### config.mk
export PLATFORM = sky130hd
export DESIGN_NAME = apb_gpi_irq
export DESIGN_NICKNAME = d
export VERILOG_FILES = /design/src/rtl/apb_gpi_irq.sv
export SDC_FILE = /design/constraint.sdc
export NUM_CORES = 1
export LEC_CHECK = 0
export ABC_CLOCK_PERIOD_IN_PS = 2200
export BUFFER_PORTS_ARGS = -buffer_cell sky130_fd_sc_hd__clkbuf_2
export CAP_MARGIN = 5
export CORE_UTILIZATION = 47
export DETAILED_ROUTE_END_ITERATION = 10
export PLACE_DENSITY = 0.76
export SLEW_MARGIN = 40
export SYNTH_ARGS = -nofsm -noshare
export SYNTH_HDL_FRONTEND = slang
export SYNTH_SLANG_ARGS = --single-unit
export TNS_END_PERCENT = 5
### constraint.sdc
create_clock -name PCLK -period 2.2 [get_ports PCLK]
set_input_delay 0.44 -clock PCLK [delete_from_list [all_inputs] [get_ports PCLK]]
set_output_delay 0.44 -clock PCLK [all_outputs]
set_load 0.02 [all_outputs]
### src/rtl/apb_gpi_irq.sv
// APB-attached general-purpose input block: per-pin synchronizers, enable/readback,
// rising/falling edge detection into a write-1-to-clear status register with a level interrupt.
module apb_gpi_irq #(
  parameter int WIDTH       = 8,
  parameter int SYNC_STAGES = 2
) (
  input  logic             PCLK,
  input  logic             PRESET,
  input  logic [4:0]       PADDR,
  input  logic             PWRITE,
  input  logic             PENABLE,
  input  logic             PSEL,
  input  logic [31:0]      PWDATA,
  output logic [31:0]      PRDATA,
  output logic             PREADY,
  input  logic [WIDTH-1:0] gpi,
  output logic             irq
);

  typedef enum logic {
    IDLE = 1'b0,
    ACK  = 1'b1
  } state_t;

  localparam logic [2:0] SEL_CR  = 3'd0;
  localparam logic [2:0] SEL_IDR = 3'd1;
  localparam logic [2:0] SEL_RER = 3'd2;
  localparam logic [2:0] SEL_FER = 3'd3;
  localparam logic [2:0] SEL_ISR = 3'd4;

  state_t           state;
  logic [WIDTH-1:0] cr;
  logic [WIDTH-1:0] rer;
  logic [WIDTH-1:0] fer;
  logic [WIDTH-1:0] isr;
  logic [WIDTH-1:0] sync_pipe [SYNC_STAGES];
  logic [WIDTH-1:0] sync_cur;
  logic [WIDTH-1:0] sync_prev;
  logic [WIDTH-1:0] rise;
  logic [WIDTH-1:0] fall;
  logic [WIDTH-1:0] isr_set;
  logic [WIDTH-1:0] isr_clr;
  logic [WIDTH-1:0] wdata;
  logic [2:0]       reg_sel;
  logic             access;
  logic             wr_en;
  logic             rd_en;
  logic [31:0]      rdata_mux;
  logic             unused_apb;

  // Registers narrower than the bus read back with zero upper bits.
  function automatic logic [31:0] zext(input logic [WIDTH-1:0] v);
    logic [31:0] r;
    r = '0;
    r[WIDTH-1:0] = v;
    return r;
  endfunction

  assign unused_apb = ^{PADDR[1:0], PWDATA};

  assign reg_sel = PADDR[4:2];
  assign wdata   = PWDATA[WIDTH-1:0];
  // Only the first PSEL&&PENABLE sample in IDLE commits; the ACK cycle is ignored.
  assign access  = (state == IDLE) && PSEL && PENABLE;
  assign wr_en   = access && PWRITE;
  assign rd_en   = access && !PWRITE;

  // ---- input synchronizer stages ----
  always_ff @(posedge PCLK or posedge PRESET) begin
    if (PRESET) begin
      for (int i = 0; i < SYNC_STAGES; i++) sync_pipe[i] <= '0;
      sync_prev <= '0;
    end else begin
      sync_pipe[0] <= gpi;
      for (int i = 1; i < SYNC_STAGES; i++) sync_pipe[i] <= sync_pipe[i-1];
      sync_prev <= sync_cur;
    end
  end

  assign sync_cur = sync_pipe[SYNC_STAGES-1];
  assign rise     = sync_cur & ~sync_prev;
  assign fall     = ~sync_cur & sync_prev;
  assign isr_set  = (rise & cr & rer) | (fall & cr & fer);
  assign isr_clr  = (wr_en && reg_sel == SEL_ISR) ? wdata : '0;

  // ---- status register: a new event wins over a same-edge clear ----
  always_ff @(posedge PCLK or posedge PRESET) begin
    if (PRESET) begin
      isr <= '0;
    end else begin
      isr <= (isr & ~isr_clr) | isr_set;
    end
  end

  assign irq = |isr;

  always_comb begin
    rdata_mux = '0;
    case (reg_sel)
      SEL_CR:  rdata_mux = zext(cr);
      SEL_IDR: rdata_mux = zext(sync_cur & cr);
      SEL_RER: rdata_mux = zext(rer);
      SEL_FER: rdata_mux = zext(fer);
      SEL_ISR: rdata_mux = zext(isr);
      default: rdata_mux = '0;
    endcase
  end

  // ---- APB transfer FSM and control registers ----
  always_ff @(posedge PCLK or posedge PRESET) begin
    if (PRESET) begin
      state  <= IDLE;
      PREADY <= 1'b0;
      PRDATA <= '0;
      cr     <= '0;
      rer    <= '0;
      fer    <= '0;
    end else begin
      case (state)
        IDLE: begin
          if (access) begin
            state  <= ACK;
            PREADY <= 1'b1;
          end
        end
        ACK: begin
          state  <= IDLE;
          PREADY <= 1'b0;
        end
        default: begin
          state  <= IDLE;
          PREADY <= 1'b0;
        end
      endcase
      if (rd_en) PRDATA <= rdata_mux;
      if (wr_en) begin
        case (reg_sel)
          SEL_CR:  cr  <= wdata;
          SEL_RER: rer <= wdata;
          SEL_FER: fer <= wdata;
          default: ;
        endcase
      end
    end
  end

endmodule

==> flow_metrics.env, run 1 <==
export IMPL_io_buffers=33
export IMPL_post_place_ws_ns=0.387
export IMPL_cp_start_kind="flip-flop"
export IMPL_status="complete, no violations"
export IMPL_cts_path_max_buffers=2
export IMPL_n_antenna_cell=0
export IMPL_synthCells=251
export IMPL_fin_crit_sh_pct=83.5
export IMPL_setup_viol_count_final=0
export IMPL_crit_chain="nor4_1 > nand2_1 > clkbuf_2"
export IMPL_avgViaCountPerCell=5.30
export IMPL_synth_top_area_cell="dfrtp_1"
export IMPL_yosysMostFrequentCell="dfrtp_1"
export IMPL_grt_pass1_wl_mm=8.61
export IMPL_place_area_sq_um=3150
export IMPL_antenna_found_initial=0
export IMPL_setup_tns_ns=0
export IMPL_leakage_nw=1.58
export IMPL_worstPathMaxFanout=3
export IMPL_hp_class="input pin to async pin"
export IMPL_synthSimpleGateAreaFrac_pct=11.3
export IMPL_p_int_w=0.00215
export IMPL_cts_setup_buffers=0
export IMPL_fin_crit_ns=1.84
export IMPL_muxShareOfSynthArea_pct=13.7
export IMPL_relSlewSlack_pct=62.3
export IMPL_globalRouteMet1Util_pct=25.5
export IMPL_critical_path_class="flip-flop to output port"
export IMPL_fin_skew_ns=0.00363
export IMPL_overflow=0
export IMPL_die_w_um=81.3
export IMPL_postRouteAntennaNets=0
export IMPL_met3_usage_pct=3.37
export IMPL_synthTopCellsByCount="dfrtp_1, nand2_1, buf_4"
export IMPL_clock_fmax_mhz=545
export IMPL_power_density_nw_per_um2=904
export IMPL_clk_pin_slew_ns=0.06
export IMPL_synth_area_leaders="dfrtp_1, mux2_2, buf_4"
export IMPL_ys_ff_latch=66
export IMPL_required_ns=1.76
export IMPL_die_h_um=81.3
export IMPL_synth_adder_area_share_pct=0
export IMPL_clk_latency_ns=0.33
export IMPL_synth_top_family_by_area="multiplexers"
export IMPL_slew_viol_final=0
export IMPL_pwr_share_comb_pct=18.3
export IMPL_p_sw_share_pct=28.2
export IMPL_wire_per_inst_um=14.3
export IMPL_worst_setup_path_end_kind="output port"
export IMPL_dr_first_iter_drc_count=160
export IMPL_use_met2_pct=25.8
export IMPL_setup_slack_ns=0.364
export IMPL_synth_ff_type="dfrtp_1"
export IMPL_busiest_layer="met2"
export IMPL_synth_xor_area_share_pct=0
export IMPL_vias=1966
export IMPL_grt_usage_pct=18.1
export IMPL_grt_pass1_vias=1772
export IMPL_cts_tree="done"
export IMPL_cts_repair_resized=0
export IMPL_synth_warnings=0
export IMPL_place_gp_congestion=0.806
export IMPL_synth_top_area_share_pct=55.9
export IMPL_drt_total_wl_mm=5.31
export IMPL_hpwl_mm=3.63
export IMPL_design_area_sq_um=3310
export IMPL_synthArstFlopShare_pct=100
export IMPL_initial_core_util_pct=49.3
export IMPL_synth_area_sq_um=2960
export IMPL_h_tree_depth=3
export IMPL_worst_ep_arrival_time_ns=1.40
export IMPL_cpPeakStageDelay_ns=0.42
export IMPL_ios=84
export IMPL_coreArea_sq_um=5990
export IMPL_hold_violations=0
export IMPL_synth_cell_type_count=30
export IMPL_area_growth_pct=11.9
export IMPL_hold_buffers=0
export IMPL_tightest_slew_ns=0.563
export IMPL_row_count=28
export IMPL_dr_pass1_iters=4
export IMPL_synth_compound_area_share_pct=9.95
export IMPL_grt_max_degree=67
export IMPL_numCtsBuffers=9
export IMPL_die_area_sq_um=6610
export IMPL_maxCapViolations=0
export IMPL_drc=0
export IMPL_drive_gt1_share_pct=28.7
export IMPL_fin_nets=344
export IMPL_synth_edf_count=0
export IMPL_rsz0062_at_grt="no"
export IMPL_switchingPower_w=0.000843
export IMPL_cts_sinks=66
export IMPL_pwr_share_clk_pct=28.4
export IMPL_clock_root_buffer="clkbuf_8"
export IMPL_p_seq_share_pct=53.3
export IMPL_synth_seq_area_share_pct=55.9
export IMPL_crit_family="simple AND/OR/NAND/NOR gates"
export IMPL_ir_worst_vdd_uv=393
export IMPL_crit_buf_inv=1
export IMPL_avgSynthCellArea_sq_um=11.8
export IMPL_critical_path_slowest_cell="dfrtp_1"
==> power groups by stage <==
stage	clock [W]	combinational, W	sequential [W]
2_1_floorplan	0	0.000416	0.00160
3_3_place_gp	0	0.000534	0.00160
3_5_place_dp	0	0.000549	0.00161
4_1_cts	0.000884	0.000553	0.00159
5_1_grt	0.000937	0.000610	0.00162
6_report	0.000850	0.000548	0.00159
==> cell type report <==
| cell class | count | area [sq um] |
|---|---|---|
| Clock buffer | 13 | 159 |
| Fill cell | 535 | 2680 |
| Inverter | 10 | 37.5 |
| Multi-Input combinational cell | 165 | 1120 |
| Sequential cell | 66 | 1650 |
| Tap cell | 75 | 93.8 |
| Timing Repair Buffer | 42 | 245 |
==> worst register-to-register path, delay by kind of cell, from the launching register on <==
family	cells	cell delay, ns
buf+inv	1	0.21
mux	1	0.31
flops	1	0.39
simple gates	2	0.64
==> kinds of logic after synthesis <==
group / Yosys count
AOI/OAI and AO/OA: 46
buffers and inverters: 43
DFF: 66
muxes: 34
other: 1
and+or+nand+nor: 61
==> sequential cells by signal, summed over array words and instances (netlist names) <==
name	count
sync_cur	8
cr	8
PREADY	1
fer	8
rer	8
PRDATA	8
isr	8
sync_prev	8
sync_pipe	8
state	1
==> metal layers <==
| layer | routed length [um] | vias up |
|---|---|---|
| li1 | - | 914 |
| met4 | 116 | 0 |
| met3 | 259 | 11 |
| met2 | 2420 | 72 |
| met1 | 2510 | 969 |
| met5 | 0 | - |
==> through the flow <==
stage | hold WS (ns) | power, W | std cells | utilization (%)
after floorplan | 0.331 | 0.00202 | 274 | -
after global placement | 0.333 | 0.00213 | 358 | 52.6
after detailed placement | 0.335 | 0.00216 | 358 | 52.6
after CTS | 0.156 | 0.00303 | 371 | 55.2
after global routing | 0.155 | 0.00317 | 371 | 55.2
final | 0.145 | 0.00299 | 371 | 55.2
==> path summary, 6_finish.rpt <==
kind                                     from             to  slack (ns)  cells after the start
max in group asynchronous              PRESET         isr[6]        1.78                      3
worst max register to register          state          cr[6]        0.54                      4
min in group PCLK                      gpi[4]  sync_pipe[12]        0.21                      1
worst min register to register  sync_pipe[14]    sync_cur[6]        0.35                      0
worst min-delay path                   PRESET         fer[6]        0.14                      3
worst max-delay path                   isr[5]            irq        0.36                      3
==> cells in the final DEF, fill, tap and decap left out, types with 11 or more instances in the layout <==
| cell type | count |
|---|---|
| clkbuf_2 | 33 |
| nand2_1 | 31 |
| a21oi_1 | 12 |
| conb_1 | 24 |
| dfrtp_1 | 66 |
| clkbuf_8 | 11 |
| o21ai_0 | 15 |
| mux2_2 | 19 |
No activity file was read; power rests on OpenSTA's default activity.
==> run 2: changes to the inputs <==
ABC_CLOCK_PERIOD_IN_PS = 1900   (was 2200)
CORE_UTILIZATION = 52   (was 47)
PLACE_DENSITY = 0.8   (was 0.76)
clock period = 1.9 ns   (was 2.2 ns; I/O delays follow)
==> run 2 against run 1 <==
  * Power rose by 18%
  * Largest power group unchanged
  * Register-to-register slack got worse by 0.35 ns
  * Die area fell by 9.4%
  * Setup slack got worse by 0.24 ns
  * Clock skew rose by 0.0059 ns
  * Sequential share of layout area fell by 0.73 points
==> flow_metrics.env, run 2 (synthesized netlist as in run 1, its figures left out) <==
export IMPL_status="complete, no violations"
export IMPL_clock_fmax_mhz=563
export IMPL_crit_family="simple AND/OR/NAND/NOR gates"
export IMPL_fin_crit_sh_pct=93.5
export IMPL_rsz0062_at_grt="no"
export IMPL_area_growth_pct=13.6
export IMPL_wire_per_inst_um=14.4
export IMPL_cp_start_kind="flip-flop"
export IMPL_worst_ep_arrival_time_ns=1.40
export IMPL_hpwl_mm=3.79
export IMPL_required_ns=1.52
export IMPL_final_cell_mix="dfrtp_1, clkbuf_2, nand2_1"
export IMPL_fin_nets=349
export IMPL_setup_tns_ns=0
export IMPL_clk_latency_ns=0.34
export IMPL_drc=0
export IMPL_fin_crit_ns=1.78
export IMPL_h_tree_depth=3
export IMPL_coreArea_sq_um=5510
export IMPL_cts_sinks=66
export IMPL_cpPeakStageDelay_ns=0.40
export IMPL_die_area_sq_um=5990
export IMPL_row_count=27
export IMPL_slew_viol_final=0
export IMPL_crit_chain="nor4_1 > nand2_1 > clkbuf_2"
export IMPL_worst_setup_path_end_kind="output port"
export IMPL_drt_total_wl_mm=5.41
export IMPL_grt_max_degree=67
export IMPL_avgViaCountPerCell=5.21
export IMPL_dr_first_iter_drc_count=124
export IMPL_numCtsBuffers=9
export IMPL_grt_pass1_vias=1832
export IMPL_io_buffers=33
export IMPL_place_gp_congestion=0.816
export IMPL_hold_buffers=0
export IMPL_leakage_nw=1.61
export IMPL_fin_hold_ws_ns=0.101
export IMPL_critical_path_slowest_cell="dfrtp_1"
export IMPL_ir_worst_vdd_uv=544
export IMPL_hp_class="input pin to async pin"
export IMPL_setup_viol_count_final=0
export IMPL_cts_tree="done"
export IMPL_drive_gt1_share_pct=30.7
export IMPL_hold_violations=0
export IMPL_grt_usage_pct=20.3
export IMPL_initial_core_util_pct=53.7
export IMPL_antenna_found_initial=0
export IMPL_ios=84
export IMPL_dr_pass1_iters=4
export IMPL_fill_cells=431
export IMPL_grt_pass1_wl_mm=8.96
export IMPL_clock_root_buffer="clkbuf_8"
export IMPL_critical_path_class="flip-flop to output port"
export IMPL_final_common_cell="dfrtp_1"
export IMPL_setup_slack_ns=0.123
export IMPL_post_place_ws_ns=0.139
export IMPL_power_w=0.00352
export IMPL_overflow=0
export IMPL_n_antenna_cell=0
export IMPL_maxCapViolations=0
export IMPL_power_density_nw_per_um2=1050
export IMPL_die_w_um=77.4
export IMPL_cts_path_max_buffers=2
export IMPL_fin_skew_ns=0.00950
export IMPL_clk_pin_slew_ns=0.07
export IMPL_crit_buf_inv=1
export IMPL_cts_repair_resized=0
export IMPL_postRouteAntennaNets=0
export IMPL_die_h_um=77.4
export IMPL_worstPathMaxFanout=3
export IMPL_cts_setup_buffers=0
export IMPL_vias=1954
[run 2: changes by cell type in the layout (fill, tap and decap cells not counted), sizes merged]
cell	change
clkbuf	-1
inv	-1
clkinv	+3
buf	+5
clkinvlp	+1
[run 2: final timing paths]
check	startpoint	end	slack [ns]	cells past startpoint
worst min-delay path	PRESET	rer[1]	0.10	3
worst max-delay path	isr[3]	irq	0.12	3
max in group asynchronous	PRESET	cr[4]	1.51	3
min in group PCLK	gpi[1]	sync_pipe[9]	0.14	1
worst max register to register	state	cr[6]	0.19	4
worst min register to register	sync_pipe[10]	sync_cur[2]	0.35	0
[run 2: worst reg2reg max path, delay by kind of cell (launching register included)]
family,cells,cell delay (ns)
muxes,1,0.31
and+or+nand+nor,2,0.66
DFF,1,0.39
buffers and inverters,1,0.22
[run 2: layer usage]
metal | GRT usage, % | part of all wire (%) | routed length [um] | up-vias
met5 | 0 | 0 | 0 | -
met4 | 12.8 | 2.9 | 155 | 0
met3 | 4.00 | 4.0 | 219 | 13
met2 | 30.1 | 47 | 2570 | 60
met1 | 27.4 | 46 | 2470 | 961
li1 | - | - | - | 920
[run 2: metrics by stage]
step | cells | utilization, % | area [sq um]
floorplan | 274 | - | 3050
global placement | 360 | 57.9 | 3190
detailed placement | 360 | 57.9 | 3190
CTS | 375 | 61.0 | 3360
global route | 375 | 61.0 | 3360
finish | 375 | 61.0 | 3360
[run 2: area by class of cell]
cell class	instances	area [sq um]	share of cell area, %
clock buffers	12	155	4.62
multi-input cells	165	1120	33.4
inverters	10	41.3	1.23
repair buffers	47	283	8.42
flip-flops and latches	66	1650	49.2
clock inverters	3	15.0	0.447
well taps	72	90.1	2.68
[run 2: power breakdown]
part           leakage [nW]  switching [W]  internal (W)  total (W)
Combinational         0.712       0.000323      0.000316   0.000639
Sequential            0.811       0.000200       0.00165    0.00185
Clock                0.0920       0.000498      0.000531    0.00103
Total                  1.61        0.00102       0.00250    0.00352
==> run 3: changes to the inputs <==
ABC_AREA = 1   (was default)
PLACE_DENSITY = 0.85   (was 0.8)
==> run 3 against run 2 <==
  * Fmax is 0.38% lower
  * Flip-flop and latch count stayed put
  * Final cell count is 17% higher
  * Critical endpoint unchanged
  * Clock skew is 0.0033 ns lower
  * Hold slack worse by 0.010 ns
  * First-iteration DRC count is 54% higher
  * Register-to-register slack better by 0.23 ns
  * Wire length is 11% higher
  * Largest power group unchanged
==> flow_metrics.env, run 3 <==
export IMPL_final_common_cell="dfrtp_1"
export IMPL_crit_chain="nor4_1 > nand2_1 > clkbuf_2"
export IMPL_synth_ff_type="dfrtp_1"
export IMPL_dr_pass1_iters=4
export IMPL_required_ns=1.52
export IMPL_setup_viol_count_final=0
export IMPL_cts_repair_resized=0
export IMPL_leakage_nw=1.76
export IMPL_fin_crit_sh_pct=93.9
export IMPL_drc=0
export IMPL_drt_total_wl_mm=6.01
export IMPL_fin_skew_ns=0.00617
export IMPL_synthTopCellsByCount="dfrtp_1, nand2_1, nand3_1"
export IMPL_io_buffers=33
export IMPL_cts_setup_buffers=0
export IMPL_avgViaCountPerCell=5.34
export IMPL_hp_class="input pin to async pin"
export IMPL_maxCapViolations=0
export IMPL_die_h_um=78.1
export IMPL_hold_buffers=0
export IMPL_grt_pass1_wl_mm=10.2
export IMPL_ir_worst_vdd_uv=576
export IMPL_synthArstFlopShare_pct=100
export IMPL_clock_fmax_mhz=561
export IMPL_synth_top_area_cell="dfrtp_1"
export IMPL_synthCells=319
export IMPL_synth_edf_count=0
export IMPL_cp_start_kind="flip-flop"
export IMPL_setup_tns_ns=0
export IMPL_status="complete, no violations"
export IMPL_final_cell_mix="dfrtp_1, nand2_1, nand3_1"
export IMPL_yosysMostFrequentCell="dfrtp_1"
export IMPL_worst_setup_path_end_kind="output port"
export IMPL_synth_area_leaders="dfrtp_1, nand2_1, nand3_1"
export IMPL_drive_gt1_share_pct=23.6
export IMPL_power_density_nw_per_um2=1060
export IMPL_numCtsBuffers=9
export IMPL_die_area_sq_um=6100
export IMPL_worstPathMaxFanout=3
export IMPL_rsz0062_at_grt="no"
export IMPL_ys_ff_latch=66
export IMPL_h_tree_depth=3
export IMPL_grt_pass1_vias=2190
export IMPL_critical_path_class="flip-flop to output port"
export IMPL_overflow=0
export IMPL_avgSynthCellArea_sq_um=9.44
export IMPL_design_area_sq_um=3410
export IMPL_ios=84
export IMPL_postRouteAntennaNets=0
export IMPL_clock_root_buffer="clkbuf_8"
export IMPL_die_w_um=78.1
export IMPL_synth_cell_type_count=24
export IMPL_clk_latency_ns=0.35
export IMPL_coreArea_sq_um=5540
export IMPL_synth_warnings=0
export IMPL_antenna_found_initial=0
export IMPL_crit_family="simple AND/OR/NAND/NOR gates"
export IMPL_dr_first_iter_drc_count=191
export IMPL_fill_cells=468
export IMPL_synth_top_area_share_pct=54.8
export IMPL_crit_buf_inv=1
export IMPL_place_area_sq_um=3180
export IMPL_vias=2335
export IMPL_grt_max_degree=67
export IMPL_initial_core_util_pct=54.4
export IMPL_synth_seq_area_share_pct=54.8
export IMPL_cpPeakStageDelay_ns=0.40
export IMPL_n_antenna_cell=0
export IMPL_wire_per_inst_um=13.7
export IMPL_hpwl_mm=4.08
export IMPL_cts_tree="done"
export IMPL_fin_crit_ns=1.78
export IMPL_clk_pin_slew_ns=0.07
export IMPL_area_growth_pct=13.3
export IMPL_synth_area_sq_um=3010
export IMPL_fin_nets=410
export IMPL_worst_ep_arrival_time_ns=1.40
export IMPL_hold_violations=0
export IMPL_grt_usage_pct=22.5
export IMPL_cts_sinks=66
export IMPL_row_count=27
export IMPL_cts_path_max_buffers=2
export IMPL_slew_viol_final=0
export IMPL_place_gp_congestion=0.896
export IMPL_critical_path_slowest_cell="dfrtp_1"
-- run 3: changes by cell type after synthesis, sizes merged, moves of 14 or more --
cell	delta
nand2	+35
mux2	-27
inv	+19
nand4	+14
nand3	+50
o21ai	+22
-- run 3: logic make-up (layout without fill, tap and decap cells) --
group | Yosys count | in the layout | synth area share [%]
flip-flops | 66 | 66 | 54.8
AO/OA/AOI/OAI | 42 | 42 | 9.39
other | 1 | 24 | 0.125
AND/OR/NAND/NOR | 147 | 147 | 23.5
buffers and inverters | 63 | 86 | 12.1
-- run 3: final cells by class --
| cell class | count | area, sq um | area share [%] |
|---|---|---|---|
| repair buffers | 41 | 238 | 6.96 |
| multi-input cells | 213 | 1080 | 31.7 |
| flip-flops and latches | 66 | 1650 | 48.4 |
| clock buffers | 12 | 165 | 4.84 |
| clock inverters | 4 | 72.6 | 2.13 |
| inverters | 29 | 115 | 3.37 |
| well taps | 72 | 90.1 | 2.64 |
-- run 3: worst register-to-register path, stage by stage, from the launching register on --
cell	delay (ns)
dfrtp_1	0.36
inv_1	0.08
nand3_2	0.11
nor2_4	0.16
nand2_1	0.25
o21ai_0	0.29
nand3_1	0.11
-- run 3: path summary, 6_finish.rpt --
path | slack [ns] | start | cells past startpoint | end
worst min register to register | 0.35 | sync_pipe[13] | 0 | sync_cur[5]
worst max register to register | 0.42 | state | 6 | isr[0]
worst max-delay path | 0.12 | isr[3] | 3 | irq
max in group asynchronous | 1.52 | PRESET | 3 | rer[2]
worst min-delay path | 0.09 | PRESET | 3 | cr[2]
min in group PCLK | 0.13 | gpi[1] | 1 | sync_pipe[9]
-- run 3: report_power, final --
part	internal (W)	switching, W	leakage [nW]	total [W]
Sequential	0.00160	0.000162	0.805	0.00176
Combinational	0.000173	0.000317	0.840	0.000490
Clock	0.000844	0.000522	0.119	0.00137
-- run 3: metrics by stage --
stage                     power (W)  worst slack, ns  cells  util (%)  hold slack (ns)
after floorplan             0.00213            0.601    342         -            0.331
after global placement      0.00224            0.303    421      57.3            0.333
after detailed placement    0.00227            0.294    421      57.3            0.337
after CTS                   0.00364            0.130    437      61.6            0.106
after global routing        0.00380           0.0297    437      61.6            0.107
final                       0.00361            0.116    437      61.6           0.0914
-- run 3: layer usage --
layer	part of all wire (%)	track usage [%]	vias up
met3	8.4	8.26	8
met1	43	28.4	1120
met2	47	34.9	112
met4	1.4	9.26	0
li1	-	-	1095
met5	0	0	-
